File: src/rtl/pu_msp430_trace_pkg.sv
// rtl/pu_msp430_trace_pkg.sv - shared types and constants for the MSP430 instruction trace recorder
package pu_msp430_trace_pkg;

    typedef enum logic [1:0] {
        IDLE    = 2'd0,
        ARMED   = 2'd1,
        CAPTURE = 2'd2
    } trc_state_t;

    // The record head; the cycle count of width CYC_W is appended below PC_OFF in each entry.
    typedef struct packed {
        logic        irq;
        logic [15:0] op;
        logic [15:0] pc;
    } trc_rec_t;

    localparam int REC_W   = 33;
    localparam int PC_OFF  = 0;
    localparam int OP_OFF  = 16;
    localparam int IRQ_OFF = 32;

    localparam logic [15:0] DRP_MAX = 16'hFFFF;

endpackage

File: src/rtl/pu_msp430_trace_fifo.sv
// rtl/pu_msp430_trace_fifo.sv - first-word-fall-through trace buffer with optional overwrite of oldest entry
module pu_msp430_trace_fifo #(
    parameter int DEPTH = 16,
    parameter int W     = 41
) (
    input  logic                   clk,
    input  logic                   resetn,
    input  logic                   clr,
    input  logic                   push,
    input  logic [W-1:0]           wdata,
    input  logic                   pop,
    input  logic                   overwrite_en,
    output logic [W-1:0]           rdata,
    output logic                   valid,
    output logic [$clog2(DEPTH):0] level,
    output logic                   full,
    output logic                   drop
);
    localparam int AW = $clog2(DEPTH);
    localparam logic [AW:0] FULL_CNT = (AW+1)'(DEPTH);

    logic [W-1:0]  mem_q [DEPTH];
    logic [AW-1:0] wr_ptr_q, wr_ptr_d;
    logic [AW-1:0] rd_ptr_q, rd_ptr_d;
    logic [AW:0]   cnt_q, cnt_d;
    logic          we;
    logic          empty;
    logic          is_full;
    logic          do_pop;

    assign empty   = (cnt_q == '0);
    assign is_full = (cnt_q == FULL_CNT);
    assign do_pop  = pop & ~empty;

    always_comb begin
        wr_ptr_d = wr_ptr_q;
        rd_ptr_d = rd_ptr_q;
        cnt_d    = cnt_q;
        we       = 1'b0;
        drop     = 1'b0;
        if (clr) begin
            wr_ptr_d = '0;
            rd_ptr_d = '0;
            cnt_d    = '0;
        end else begin
            if (push) begin
                if (is_full && !do_pop) begin
                    drop = 1'b1;
                    // Overwrite: write and read pointers coincide when full, so both advance together.
                    if (overwrite_en) begin
                        we       = 1'b1;
                        wr_ptr_d = wr_ptr_q + 1'b1;
                        rd_ptr_d = rd_ptr_q + 1'b1;
                    end
                end else begin
                    we       = 1'b1;
                    wr_ptr_d = wr_ptr_q + 1'b1;
                    if (!do_pop) cnt_d = cnt_q + 1'b1;
                end
            end
            if (do_pop) begin
                rd_ptr_d = rd_ptr_q + 1'b1;
                if (!push) cnt_d = cnt_q - 1'b1;
            end
        end
    end

    always_ff @(posedge clk) begin
        if (!resetn) begin
            wr_ptr_q <= '0;
            rd_ptr_q <= '0;
            cnt_q    <= '0;
        end else begin
            wr_ptr_q <= wr_ptr_d;
            rd_ptr_q <= rd_ptr_d;
            cnt_q    <= cnt_d;
        end
    end

    always_ff @(posedge clk) begin
        if (we) mem_q[wr_ptr_q] <= wdata;
    end

    assign rdata = empty ? '0 : mem_q[rd_ptr_q];
    assign valid = ~empty;
    assign level = cnt_q;
    assign full  = is_full;

endmodule

File: src/rtl/pu_msp430_trace.sv
// rtl/pu_msp430_trace.sv - MSP430 instruction trace recorder: capture FSM, pending record, counters
module pu_msp430_trace
    import pu_msp430_trace_pkg::*;
#(
    parameter int DEPTH = 16,
    parameter int CYC_W = 8,
    parameter int CNT_W = 32
) (
    input  logic                     mclk,
    input  logic                     puc_rst_n,
    input  logic                     decode,
    input  logic [15:0]              ir,
    input  logic [15:0]              pc,
    input  logic                     irq_detect,
    input  logic [3:0]               irq_num,
    input  logic                     trc_en,
    input  logic                     trc_wrap,
    input  logic                     trc_clr,
    input  logic                     trig_en,
    input  logic [15:0]              trig_pc,
    input  logic                     rd_ready,
    output logic                     rd_valid,
    output logic [REC_W+CYC_W-1:0]   rd_data,
    output logic [$clog2(DEPTH):0]   level,
    output logic                     full,
    output logic [15:0]              drop_cnt,
    output logic [CNT_W-1:0]         inst_number,
    output logic [1:0]               state
);
    localparam int ENT_W = REC_W + CYC_W;

    trc_state_t       state_q, state_d;
    trc_rec_t         pend_q, pend_d;
    trc_rec_t         cur_rec;
    logic             pend_vld_q, pend_vld_d;
    logic [CYC_W-1:0] cyc_q, cyc_d;
    logic [CNT_W-1:0] inst_q, inst_d;
    logic [15:0]      drop_cnt_q, drop_cnt_d;
    logic             trig_hit;
    logic             capture;
    logic             push;
    logic             fifo_drop;

    always_comb begin
        trig_hit = decode && (pc == trig_pc);
        capture  = trc_en && decode && ((state_q == CAPTURE) || (state_q == ARMED && trig_hit));
        push     = trc_en && decode && (state_q == CAPTURE) && pend_vld_q;
        cur_rec  = {irq_detect, irq_detect ? {12'h000, irq_num} : ir, pc};

        state_d    = state_q;
        pend_d     = pend_q;
        pend_vld_d = pend_vld_q;
        inst_d     = decode ? inst_q + 1'b1 : inst_q;
        cyc_d      = (cyc_q == '1) ? cyc_q : cyc_q + 1'b1;
        drop_cnt_d = (fifo_drop && drop_cnt_q != DRP_MAX) ? drop_cnt_q + 1'b1 : drop_cnt_q;

        if (capture) begin
            pend_d     = cur_rec;
            pend_vld_d = 1'b1;
            cyc_d      = {{(CYC_W-1){1'b0}}, 1'b1};
        end

        case (state_q)
            IDLE: begin
                if (trc_en) state_d = trig_en ? ARMED : CAPTURE;
            end
            ARMED: begin
                if (!trc_en)       state_d = IDLE;
                else if (trig_hit) state_d = CAPTURE;
            end
            CAPTURE: begin
                if (!trc_en) begin
                    state_d    = IDLE;
                    pend_vld_d = 1'b0;
                end
            end
            default: state_d = IDLE;
        endcase

        if (trc_clr) begin
            state_d    = IDLE;
            pend_vld_d = 1'b0;
            inst_d     = '0;
            drop_cnt_d = '0;
            cyc_d      = '0;
        end
    end

    always_ff @(posedge mclk) begin
        if (!puc_rst_n) begin
            state_q    <= IDLE;
            pend_q     <= '0;
            pend_vld_q <= 1'b0;
            cyc_q      <= '0;
            inst_q     <= '0;
            drop_cnt_q <= '0;
        end else begin
            state_q    <= state_d;
            pend_q     <= pend_d;
            pend_vld_q <= pend_vld_d;
            cyc_q      <= cyc_d;
            inst_q     <= inst_d;
            drop_cnt_q <= drop_cnt_d;
        end
    end

    pu_msp430_trace_fifo #(
        .DEPTH (DEPTH),
        .W     (ENT_W)
    ) u_fifo (
        .clk          (mclk),
        .resetn       (puc_rst_n),
        .clr          (trc_clr),
        .push         (push),
        .wdata        ({pend_q, cyc_q}),
        .pop          (rd_ready),
        .overwrite_en (trc_wrap),
        .rdata        (rd_data),
        .valid        (rd_valid),
        .level        (level),
        .full         (full),
        .drop         (fifo_drop)
    );

    assign drop_cnt    = drop_cnt_q;
    assign inst_number = inst_q;
    assign state       = state_q;

endmodule

File: config.mk
export PLATFORM = sky130hd
export DESIGN_NAME = pu_msp430_trace
export DESIGN_NICKNAME = d
export VERILOG_FILES = /design/src/rtl/pu_msp430_trace_pkg.sv /design/src/rtl/pu_msp430_trace_fifo.sv /design/src/rtl/pu_msp430_trace.sv
export SDC_FILE = /design/constraint.sdc
export NUM_CORES = 1
export LEC_CHECK = 0
export ABC_AREA = 1
export CAP_MARGIN = 10
export CORE_ASPECT_RATIO = 0.75
export CORE_MARGIN = 3
export CORE_UTILIZATION = 60
export DETAILED_ROUTE_END_ITERATION = 10
export GPL_ROUTABILITY_DRIVEN = 0
export GPL_TIMING_DRIVEN = 0
export PLACE_DENSITY_LB_ADDON = 0.05
export SYNTH_ARGS = -nofsm -noshare
export SYNTH_HDL_FRONTEND = slang
export SYNTH_SLANG_ARGS = --single-unit
File: constraint.sdc
create_clock -name mclk -period 4.5 [get_ports mclk]
set_input_delay 0.9 -clock mclk [delete_from_list [all_inputs] [get_ports mclk]]
set_output_delay 0.9 -clock mclk [all_outputs]
set_load 0.01 [all_outputs]
Yosys cells after proc, flatten, opt, wreduce, memory -nomap -nowiden
Memories as Yosys holds them, arrays and structs flattened. A register that Yosys moved wholly into a read port is not among the register bits.
Index checks and enable logic that the tools add are counted.
{ "classes": {"shifts": 0, "muxes": 35, "div_mod_pow": 0, "order_cmp": 0, "n_mul": 0, "bitwise": 3, "n_eq_ne": 11, "add_sub_neg": 7, "n_reduce_logical": 20} }
{ "ops": {"columns": ["operator", "count"], "rows": [
  ["$mux 41", 1],
  ["$add 32x1->32 const B", 1],
  ["$mux 4", 8],
  ["$mux 5", 5],
  ["$add 16x1->16 const B", 1],
  ["$eq 16x16->1", 1],
  ["$mux 16", 1],
  ["$ne 16x16->1 const B", 1],
  ["$mux 1", 14],
  ["$mux 2", 5],
  ["$add 4x1->4 const B", 2],
  ["$add 8x1->8 const B", 1],
  ["$eq 8x8->1 const B", 1],
  ["$logic_and 1x1->1", 8],
  ["$ne 2x2->1 const B", 4],
  ["$pmux 2 s3", 1],
  ["$reduce_and 3->1", 2],
  ["$reduce_bool 2->1", 3],
  ["$add 5x1->5 const B", 1],
  ["$eq 5x5->1 const B", 1],
  ["$logic_not 5->1", 1],
  ["$sub 5x1->5 const B", 1],
  ["$ne 3x3->1 const B", 1],
  ["$reduce_or 3->1", 1],
  ["other kinds (9)", 10]
]} }
{ "word_totals": {"regBits": 105, "output_inout_bits": 98, "inputBits": 61, "elab_cells": 89, "memories": 1, "latch_bits": 0, "rom_bits": 0, "ram_bits": 656} }
{ "memory_table": {"columns": ["memory", "words", "word_bits", "rd", "rd_clocked_by_memory_dff", "wr", "line_no", "source"], "rows": [
  ["u_fifo.mem_q", 16, 41, 1, 1, 1, "pu_msp430_trace_fifo.sv:22", "logic [W-1:0] mem_q [DEPTH];"]
]} }

Longest topological paths before layout
Gate-level depths: netlist of run 1.
{ "logic_depth": {"depth_word": 10, "mapped_depth": 13, "depth_no_buf": 13} }

Hierarchy
A second synthesis of run 1 with hierarchy kept.
{ "unflattened": {"hier_cells": 3004, "area_unflattened_um2": 32087.0} }
{ "by_module_without_submodules": {"columns": ["mod", "instances", "seq_area_each_um2", "cells_each", "area_per_inst_um2"], "rows": [
  ["pu_msp430_trace_fifo", 1, 20039.2, 2311, 27440.1],
  ["pu_msp430_trace", 1, 1841.8, 693, 4647.0]
]} }

Worst setup path after synthesis of run 1
Ideal clock, no wire load.
{ "synth_timing": {"kind": "input-to-reg", "startpoint": "in decode", "endpoint": "mem u_fifo.mem_q[0][0], enable pin", "setup_ns": 0.439, "setup_slack_ns": 0.480, "cell_stages": 9, "arrival_time_ns": 3.580, "path_buffers": 1, "required_ns": 4.061, "cell_sequence": "buf_4 > nand2_1 > inv_2 > nand3_2 > inv_2 > o21ai_1 > nor2_1 > nand2_1 > nor2_1"} }
{ "synth_via": {"elab_chain_cells": 7} }
{ "synth_rtl": {"columns": ["element", "line_no", "source"], "rows": [
  ["start, declared", "pu_msp430_trace.sv:11", "input logic decode,"],
  ["$logic_and 1x1->1 (3 in series)", "pu_msp430_trace.sv:47", "push = trc_en && decode && (state_q == CAPTURE) && pend_vld_q;"],
  ["$mux 1", "pu_msp430_trace_fifo.sv:46", "if (push) begin"],
  ["$mux 1", "pu_msp430_trace_fifo.sv:41", "if (clr) begin"],
  ["$mux 1", "pu_msp430_trace_fifo.sv:81", "if (we) mem_q[wr_ptr_q] <= wdata;"],
  ["$mux 1 (not written as such)", "pu_msp430_trace_fifo.sv:81", null],
  ["end, declared", "pu_msp430_trace_fifo.sv:22", null]
]} }
Every way passes these cells.

==> run metrics, run 1 <==
Synth Area in Compound Gates=0.126; initial antenna violation count=1; Synth Area in Simple Gates=0.118; status=complete, no violations; CP peak stage delay=0.61 ns; Core Rows=71; DRC=0; DRT iter0 DRCs=approximately 3,200; count of final setup violators=0; Top Ports=159; mux share of post-synthesis cell area=0; Peak VDD IR=roughly 0.23 mV; multi-input logic area=0.00806 mm²; WP depth=8; Synthesized Nets=2,688; per-cell routed wire length=~26 µm; pin count of the biggest net entering global routing=27; Synth area leaders=edfxtp_1 (64%), dfxtp_1 (7.1%), nor2_1 (6.1%), o21ai_0 (5.9%), o221ai_1 (3.3%); Final nets=2,935; Avg Inst Size Synth=around 12 µm²; most frequent cells in the layout=edfxtp_1 (656), nor2_1 (489), o21ai_0 (360); Max Root-Sink Buffers=3; pwr dens=397 mW/mm²; Hold Path Class=reg2reg; Root Driver=clkbuf_16; clock buffer count from CTS=73; # fillers=3,464; register area share after synthesis=0.709; largest family of logic cells by synthesized area=compound AO/OA/AOI/OAI gates; Crit. End Element=output pin; overall routing resource usage=0.342; pre-CTS WS=0.308 ns; Post-synth ARST share=0; critical path's top delay family=buffers and inverters; crit-path cells=inv_1 -> buf_2 -> clkbuf_1 -> o21ai_0 -> o221ai_1 -> nand3_1 -> a21oi_2 -> clkdlybuf4s50_1; register area=about 0.022 mm²; Syn. warnings=0; Skew-Pair Late Insertion Delay=0.62 ns; fin crit share=0.982; Post-synth EDFFs=approximately 660; PortBufs=156; Post-Synthesis Cells=2,616; clock skew=~0.024 ns; vias in the first global route=22,000; via/cell ratio=6.35; slowest CP cell=clkdlybuf4s50_1; placed instance area=~0.034 mm²; via count=22,700; hpwl dp=between 50 and 60 mm; gr ovfl total=0; fraction of layout instances using a drive strength above 1=0.0816; Clk pin slew, worst setup/hold paths=about 0.06 ns; Hold Fails Final Rpt=0; hold-fix buffers at CTS=0; Synth top area share=0.638; first-pass GRT wire length=137 mm; Synth Flop Type=edfxtp_1; clock sinks=765; Arr. time, crit path=about 3.5 ns; die area=0.0542 mm²; Max Cap Viol=0; slew margin rel.=0.329; WP data required=3.60 ns; Yosys reg bits=765; Leak Pwr=0.0124 µW; Ant. Diodes=0; DIE WIDTH=268 µm; largest area contributor in the netlist=edfxtp_1; CTS tree=done; drt pass-1 iters=6; final worst-path setup slack=about 0.083 ns; crit path launch type=flop; ANT nets after route=0; core footprint=0.0505 mm²; final-report max-slew violation count=0; critical path class=reg2out; Post-Synth XOR/XNOR Area=0.00879; adder-cell share of the synthesized area=0.00446; routed wire length=just over 90 mm; Peak Freq=226 MHz; most common cell after layout, fill and taps aside=edfxtp_1; Hold Crit Depth=2; Area Growth Syn to Fin=16.9%; Final min period=4.42 ns; Slew @ Worst Pin=1.01 ns; post-route cell area=0.0361 mm²; Initial Util=0.612; Yosys cell types=42; Max Fanout on Critical Path=10; r2r worst-path depth=10; Netlist Area Pre-Place=0.0309 mm²; WP buf/inv=4; H-tree lvl count=3; overall die height=202 µm
## cell usage after synthesis, types with 20 or more instances
cell type	number
a21oi_1	109
buf_2	40
clkbuf_1	106
dfxtp_1	109
edfxtp_1	656
inv_1	93
nand2_1	184
nand3_1	115
nor2_1	505
o21ai_0	363
o21ai_1	20
o221ai_1	118
o22ai_1	47
## repair_timing
item / CTS / global route
resized for setup: 20 / 35
setup buffers: 0 / 0
hold endpoints to repair: 0 / 0
endpoints found under the setup margin: 27 / 28
## logic make-up after synthesis
family,after synthesis
AND/OR/NAND/NOR,874
flip-flops,765
AO/OA/AOI/OAI,671
buffers and inverters,264
XOR/XNOR,31
adder cells (fa/ha/maj),11
## per-layer routing
layer	vias to the layer above	track usage	part of all wire	wire [µm]
li1	10000	-	-	-
met1	11000	0.500	0.40	36300
met2	1455	0.512	0.44	40400
met3	193	0.0890	0.13	12200
met4	0	0.101	0.027	2480
met5	-	0	0	0
## flip-flops by register name, summed over array words and instances (netlist names), named ones only
register and flops:
u_fifo.mem_q 656, pend_q 33, inst_number 32, drop_cnt 16, cyc_q 8, u_fifo.level 4, u_fifo.rd_ptr_q 4, u_fifo.wr_ptr_q 4
state 2, pend_vld_q 1
## worst reg2reg max path, stage by stage (launching register included)
cell,delay [ns]
dfxtp_1,0.42
inv_1,0.11
ha_1,0.22
nand2_1,0.13
nor2_4,0.06
nand2_2,0.10
o21ai_1,0.15
nor2_1,0.32
nand2_1,0.33
nor2_4,0.79
buf_12,0.29
## worst paths after layout
| kind | start | to | slack (ns) |
|---|---|---|---|
| worst max register to register | flop | u_fifo.mem_q[9][19]$_DFFE_PP_ | 1.23 |
| worst max-delay path | flop | rd_data[39] | 0.08 |
| worst min-delay path | pend_vld_q$_SDFF_PP0_ | pend_vld_q$_SDFF_PP0_ | 0.47 |
| worst min register to register | pend_vld_q$_SDFF_PP0_ | pend_vld_q$_SDFF_PP0_ | 0.47 |
## layout make-up
type / count / share of cell area
well taps: 657 / 0.0228
clock inverters: 36 / 0.00953
plain buffers: 161 / 0.0201
flip-flops and latches: 765 / 0.606
inverters: 102 / 0.0106
clock buffers: 91 / 0.0545
repair buffers: 173 / 0.0527
multi-input cells: 1587 / 0.223
## per-stage QoR
step | power (µW) | util | setup TNS, ns | hold WS (ns) | instances
finish | 14300 | 0.715 | 0 | 0.468 | 3572
global route | 14700 | 0.715 | -0.000241 | 0.510 | 3572
CTS | 14300 | 0.714 | -0.0348 | 0.470 | 3572
detailed placement | 8430 | 0.668 | 0 | 0.461 | 3446
global placement | 8420 | 0.659 | -1364.67 | 0.449 | 3429
floorplan | 8120 | - | 0 | 0.436 | 2616
## where the power goes
part / switching [µW] / total, µW / internal, µW / leakage, µW
Sequential: 39.7 / 7660 / 7620 / 0.00729
Clock: 2580 / 6030 / 3450 / 0.00111
Combinational: 416 / 642 / 226 / 0.00397
Total: 3040 / 14300 / 11300 / 0.0124
Note: power is estimated with default switching activity, not from simulation.
==> run 2, diff against run 1 <==
--- a/config.mk
+++ b/config.mk
@@ -7,13 +7,13 @@
 export LEC_CHECK = 0
 export ABC_AREA = 1
 export CAP_MARGIN = 10
-export CORE_ASPECT_RATIO = 0.75
 export CORE_MARGIN = 3
-export CORE_UTILIZATION = 60
+export CORE_UTILIZATION = 54
 export DETAILED_ROUTE_END_ITERATION = 10
 export GPL_ROUTABILITY_DRIVEN = 0
 export GPL_TIMING_DRIVEN = 0
 export PLACE_DENSITY_LB_ADDON = 0.05
+export SKIP_LAST_GASP = 1
 export SYNTH_ARGS = -nofsm -noshare
 export SYNTH_HDL_FRONTEND = slang
 export SYNTH_SLANG_ARGS = --single-unit
==> run 2 against run 1 <==
Net effect: combinational power rose by 2%; first-iteration DRC count fell by 20%; setup slack got worse by 0.065 ns; sequential cell count did not move; power rose by 1.8%; design area rose by 1.3%; final cell count rose by 3.3%; via count rose by 0.90%; largest power group unchanged; register-to-register slack improved by 0.09 ns; clock skew fell by 0.0075 ns; utilization fell by 6.8 points; non-clock buffer count rose by 8.
==> run metrics, run 2 (synthesis gave the netlist of run 1 again) <==
fin crit share=0.996; most frequent cells in the layout=edfxtp_1 (656), nor2_1 (489), o21ai_0 (363); DRT iter0 DRCs=2,549; DIE WIDTH=245 µm; via count=22,900; Root Driver=clkbuf_16; initial antenna violation count=1; Max Fanout on Critical Path=10; dpl cells=3,553; clock buffer count from CTS=77; post-route cell area=0.0365 mm²; gr ovfl total=0; core footprint=0.0565 mm²; via/cell ratio=6.20; Arr. time, crit path=3.58 ns; H-tree lvl count=3; Hold Fails Final Rpt=0; worst r2r dst=u_fifo.mem_q[4][14]$_DFFE_PP_; fin util=0.647; CP peak stage delay=around 0.81 ns; first-pass GRT wire length=142 mm; Slew @ Worst Pin=approximately 1.2 ns; largest register by flop count=u_fifo.mem_q; clock sinks=765; slew margin rel.=0.221; Max Root-Sink Buffers=3; Initial Util=0.546; hpwl dp=64.1 mm; most common cell after layout, fill and taps aside=edfxtp_1; overall routing resource usage=0.321; slowest CP cell=clkdlybuf4s15_1; WP buf/inv=3; Max Cap Viol=0; per-cell routed wire length=26.3 µm; Peak Freq=223 MHz; crit-path cells=clkbuf_1 -> clkdlybuf4s15_1 -> o221ai_1 -> nand3_1 -> a21oi_1 -> clkdlybuf4s50_1; placed instance area=approximately 0.034 mm²; WP depth=6; r2r worst-path depth=11; RSZ-0062 raised after global routing=false; hold-fix buffers at CTS=0; CTS tree=done; DRC=0; Peak VDD IR=0.293 mV; crit path launch type=flop; routed wire length=about 97 mm; Area Growth Syn to Fin=18.4%; setup TNS=0 ns; pwr dens=399 mW/mm²; Core Rows=87; Hold Crit Depth=2; critical path's top delay family=buffers and inverters; clock skew=around 0.016 ns; Ant. Diodes=0; drt pass-1 iters=6; final-report max-slew violation count=0; critical path endpoint=rd_data[25]; Largest register FFs=656; count of final setup violators=0; Crit. End Element=output pin; fraction of layout instances using a drive strength above 1=0.0829; vias in the first global route=about 22,000; Clk pin slew, worst setup/hold paths=around 0.06 ns; Final nets=2,947; status=complete, no violations; PortBufs=156; pin count of the biggest net entering global routing=25; Top Ports=between 150 and 200; die area=~0.06 mm²; overall die height=approximately 250 µm; reg2reg setup slack=1.32 ns; critical path class=reg2out; Skew-Pair Late Insertion Delay=roughly 0.62 ns; Final Non-Filler Cells=3,689; Hold Path Class=reg2reg; Final min period=4.48 ns; ANT nets after route=0; WP data required=3.60 ns; Leak Pwr=0.0125 µW
run 2: cell types whose count changed in the layout (fill, tap and decap cells not counted), moves of 2 or more:
cell             previous run  this run
buf_16                      0         8
clkbuf_1                   90       102
clkbuf_16                  76        80
clkbuf_2                   27        22
clkbuf_4                    5         3
clkdlybuf4s15_1             0         2
clkinv_2                    8        13
clkinvlp_4                  5         1
o21ai_0                   360       363
o21ai_1                    22        20
run 2: tightest hold or removal path: stages, from the launching register on:
cell and delay (ns):
dfxtp_1 0.29, inv_1 0.06, a21oi_1 0.07
run 2: per-stage QoR:
stage	setup WS, ns	hold slack [ns]	total power, µW
after detailed placement	0.255	0.461	8440
after floorplan	0.480	0.436	8120
after global placement	-2.68	0.454	8430
after CTS	-0.0553	0.471	14600
final	0.0181	0.469	14600
after global routing	0.00780	0.493	14900
run 2: timing repair:
action                     CTS  global route
cloned                       0             0
buffers inserted             0             0
gates resized for setup      7            45
setup endpoints to repair   36            28
run 2: cell type report:
class	count	area, µm²
clock inverter	34	310
buffer	161	732
timing repair buffer	181	2120
sequential	765	21900
multi-input combinational	1587	8060
fill	4318	20000
tap	756	946
inverter	102	383
clock buffer	103	2110
run 2: power by group:
part	internal, µW	total, µW	switching [µW]
Sequential	7620	7660	37.7
Combinational	225	655	429
Clock	3630	6270	2650
Total	11500	14600	3110
run 2: worst min path at each step:
| stage | from | to | slack, ns |
|---|---|---|---|
| final | u_fifo.rd_ptr_q[3]$_SDFFE_PP0N_ | flop | 0.47 |
| after global routing | u_fifo.rd_ptr_q[3]$_SDFFE_PP0N_ | flop | 0.49 |
| after CTS | u_fifo.rd_ptr_q[3]$_SDFFE_PP0N_ | u_fifo.rd_ptr_q[3]$_SDFFE_PP0N_ | 0.47 |
| after detailed placement | u_fifo.rd_ptr_q[3]$_SDFFE_PP0N_ | flop | 0.46 |
| after global placement | u_fifo.rd_ptr_q[3]$_SDFFE_PP0N_ | u_fifo.rd_ptr_q[3]$_SDFFE_PP0N_ | 0.45 |
| after floorplan | u_fifo.rd_ptr_q[3]$_SDFFE_PP0N_ | flop | 0.44 |
run 2: metal layers:
layer	GRT usage	up-vias	wire [µm]
li1	-	10100	-
met1	0.438	11200	37300
met2	0.521	1394	46100
met3	0.0601	181	10700
met4	0.114	2	2950
met5	0	-	9
==> run 3, diff against run 2 <==
--- a/config.mk
+++ b/config.mk
@@ -10,9 +10,11 @@
 export CORE_MARGIN = 3
 export CORE_UTILIZATION = 54
 export DETAILED_ROUTE_END_ITERATION = 10
+export DONT_BUFFER_PORTS = 1
 export GPL_ROUTABILITY_DRIVEN = 0
 export GPL_TIMING_DRIVEN = 0
 export PLACE_DENSITY_LB_ADDON = 0.05
+export SETUP_SLACK_MARGIN = 0.1
 export SKIP_LAST_GASP = 1
 export SYNTH_ARGS = -nofsm -noshare
 export SYNTH_HDL_FRONTEND = slang
==> constraint.sdc (replaced) <==
create_clock -name mclk -period 4.7 [get_ports mclk]
set_input_delay 0.94 -clock mclk [delete_from_list [all_inputs] [get_ports mclk]]
set_output_delay 0.94 -clock mclk [all_outputs]
set_load 0.01 [all_outputs]
==> run 3 against run 2 <==
Net effect: routed wire length decreased by 1.6%; die area is the same; design area decreased by 4.5%; register-to-register slack improved by 0.04 ns; sequential power shrank 4.3%; hold slack improved by 0.0034 ns; final cell count shrank 4.0%; via count fell by 3.6%; clock skew is essentially flat.
==> run metrics, run 3 (synthesis gave the netlist of run 1 again) <==
DRT iter0 DRCs=2,807; Max Root-Sink Buffers=3; overall die height=245 µm; Leak Pwr=0.0119 µW; final-report max-slew violation count=0; Final min period=4.49 ns; WP data required=3.76 ns; CTS tree=done; hpwl dp=63.4 mm; Arr. time, crit path=3.55 ns; Slew @ Worst Pin=between 1 and 1.5 ns; dpl cells=3,397; vias in the first global route=between 20,000 and 25,000; most frequent cells in the layout=edfxtp_1 (656), nor2_1 (489), o21ai_0 (363); H-tree lvl count=3; pin count of the biggest net entering global routing=26; crit-path cells=clkbuf_1 -> inv_2 -> buf_1 -> nand3_1 -> a21oi_1; core footprint=0.0565 mm²; Clk pin slew, worst setup/hold paths=around 0.06 ns; ANT nets after route=0; worst r2r dst=u_fifo.mem_q[8][12]$_DFFE_PP_; CP peak stage delay=0.77 ns; Hold Fails Final Rpt=0; Hold Path Class=in2reg; fin crit share=0.956; met2 usage=0.499; die area=0.0601 mm²; Peak VDD IR=0.280 mV; slew margin rel.=0.144; Largest register FFs=roughly 660; DRC=0; per-cell routed wire length=26.9 µm; clock sinks=765; via/cell ratio=6.23; Hold Worst Slack=about 0.47 ns; met1 usage=0.435; critical path class=reg2out; overall routing resource usage=0.317; pre-CTS WS=about 0.9 ns; Peak Freq=~220 MHz; PortBufs=0; most common cell after layout, fill and taps aside=edfxtp_1; Hold Crit Depth=2; Crit. End Element=output pin; RSZ-0062 raised after global routing=false; pwr dens=394 mW/mm²; Area Growth Syn to Fin=13.1%; postcts setup bufs=0; Max Cap Viol=0; Max Fanout on Critical Path=10; gr ovfl total=0; count of final setup violators=0; first-pass GRT wire length=139 mm; status=complete, no violations; initial antenna violation count=1; clock skew=0.0160 ns; Hold EP=state[1]$_SDFFE_PP0P_; Final nets=2,793; hold path startpoint=trc_en; Top Ports=159; Root Driver=clkbuf_16; hold-fix buffers at CTS=0; Final Non-Filler Cells=between 3,000 and 4,000; largest register by flop count=u_fifo.mem_q; Skew-Pair Late Insertion Delay=0.63 ns; r2r worst-path depth=10; reg2reg setup slack=1.36 ns; slowest CP cell=buf_1; DIE WIDTH=245 µm; GR peak layer=met2; via count=22,100; clock buffer count from CTS=78; final worst-path setup slack=0.205 ns; Core Rows=87; drt pass-1 iters=5; crit path launch type=flop; fraction of layout instances using a drive strength above 1=0.0790; routed wire length=95.4 mm; CTS resizes=0; Initial Util=0.546; GR Util met3=0.0624
-- run 3: cell types whose count changed in the layout (fill, tap and decap cells not counted), sizes merged --
cell           delta
buf               +4
bufinv            -3
clkbuf            -2
clkdlybuf4s15     -3
clkdlybuf4s50   -156
clkinv            +5
clkinvlp          +1
diode             +1
inv               +7
-- run 3: power breakdown --
part	total, µW	internal (µW)	switching (µW)
clock network	5930	3340	2590
logic	508	126	383
registers	7330	7300	37.5
-- run 3: how the worst max path moves through the flow --
stage | from | to | slack, ns | depth (start not counted)
floorplan | decode | u_fifo.mem_q[0][0]$_DFFE_PP_ | 0.64 | 9
global placement | decode | u_fifo.mem_q[3][14]$_DFFE_PP_ | -1.98 | 9
detailed placement | flop | rd_data[5] | 0.92 | 5
CTS | flop | rd_data[5] | 0.28 | 5
global route | flop | rd_data[5] | 0.24 | 5
finish | flop | rd_data[5] | 0.21 | 5
-- run 3: final cells by class --
| type | instances | area (µm²) |
|---|---|---|
| timing repair buffer | 25 | 561 |
| inverter | 102 | 383 |
| clock inverter | 44 | 307 |
| sequential | 765 | 21900 |
| fill | 4424 | 21600 |
| tap | 756 | 946 |
| clock buffer | 101 | 2100 |
| buffer | 162 | 681 |
| multi-input combinational | 1587 | 8050 |
| antenna | 1 | 2.50 |
-- run 3: per-stage QoR --
| step | total power [µW] | utilization | TNS, ns | area (µm²) |
|---|---|---|---|---|
| final | 13800 | 0.618 | 0 | 34900 |
| after global placement | 7960 | 0.563 | -1079.36 | 31800 |
| after detailed placement | 7980 | 0.575 | 0 | 32500 |
| after CTS | 13800 | 0.618 | 0 | 34900 |
| after global routing | 14100 | 0.618 | 0 | 34900 |
| after floorplan | 7770 | - | 0 | 30900 |
-- run 3: critical path, delay by kind of cell, from the launching register on --
| kind | cells | cell delay, ns |
|---|---|---|
| compound gates | 1 | 0.50 |
| buf+inv | 3 | 1.78 |
| flops | 1 | 0.30 |
| simple gates | 1 | 0.34 |
-- run 3: layer usage --
| metal | wire length, µm | vias up | share of wire |
|---|---|---|---|
| met3 | 9830 | 208 | 0.10 |
| met2 | 44000 | 1198 | 0.46 |
| met5 | 0 | - | 0 |
| li1 | - | 9775 | - |
| met4 | 3700 | 0 | 0.039 |
| met1 | 37900 | 10900 | 0.40 |
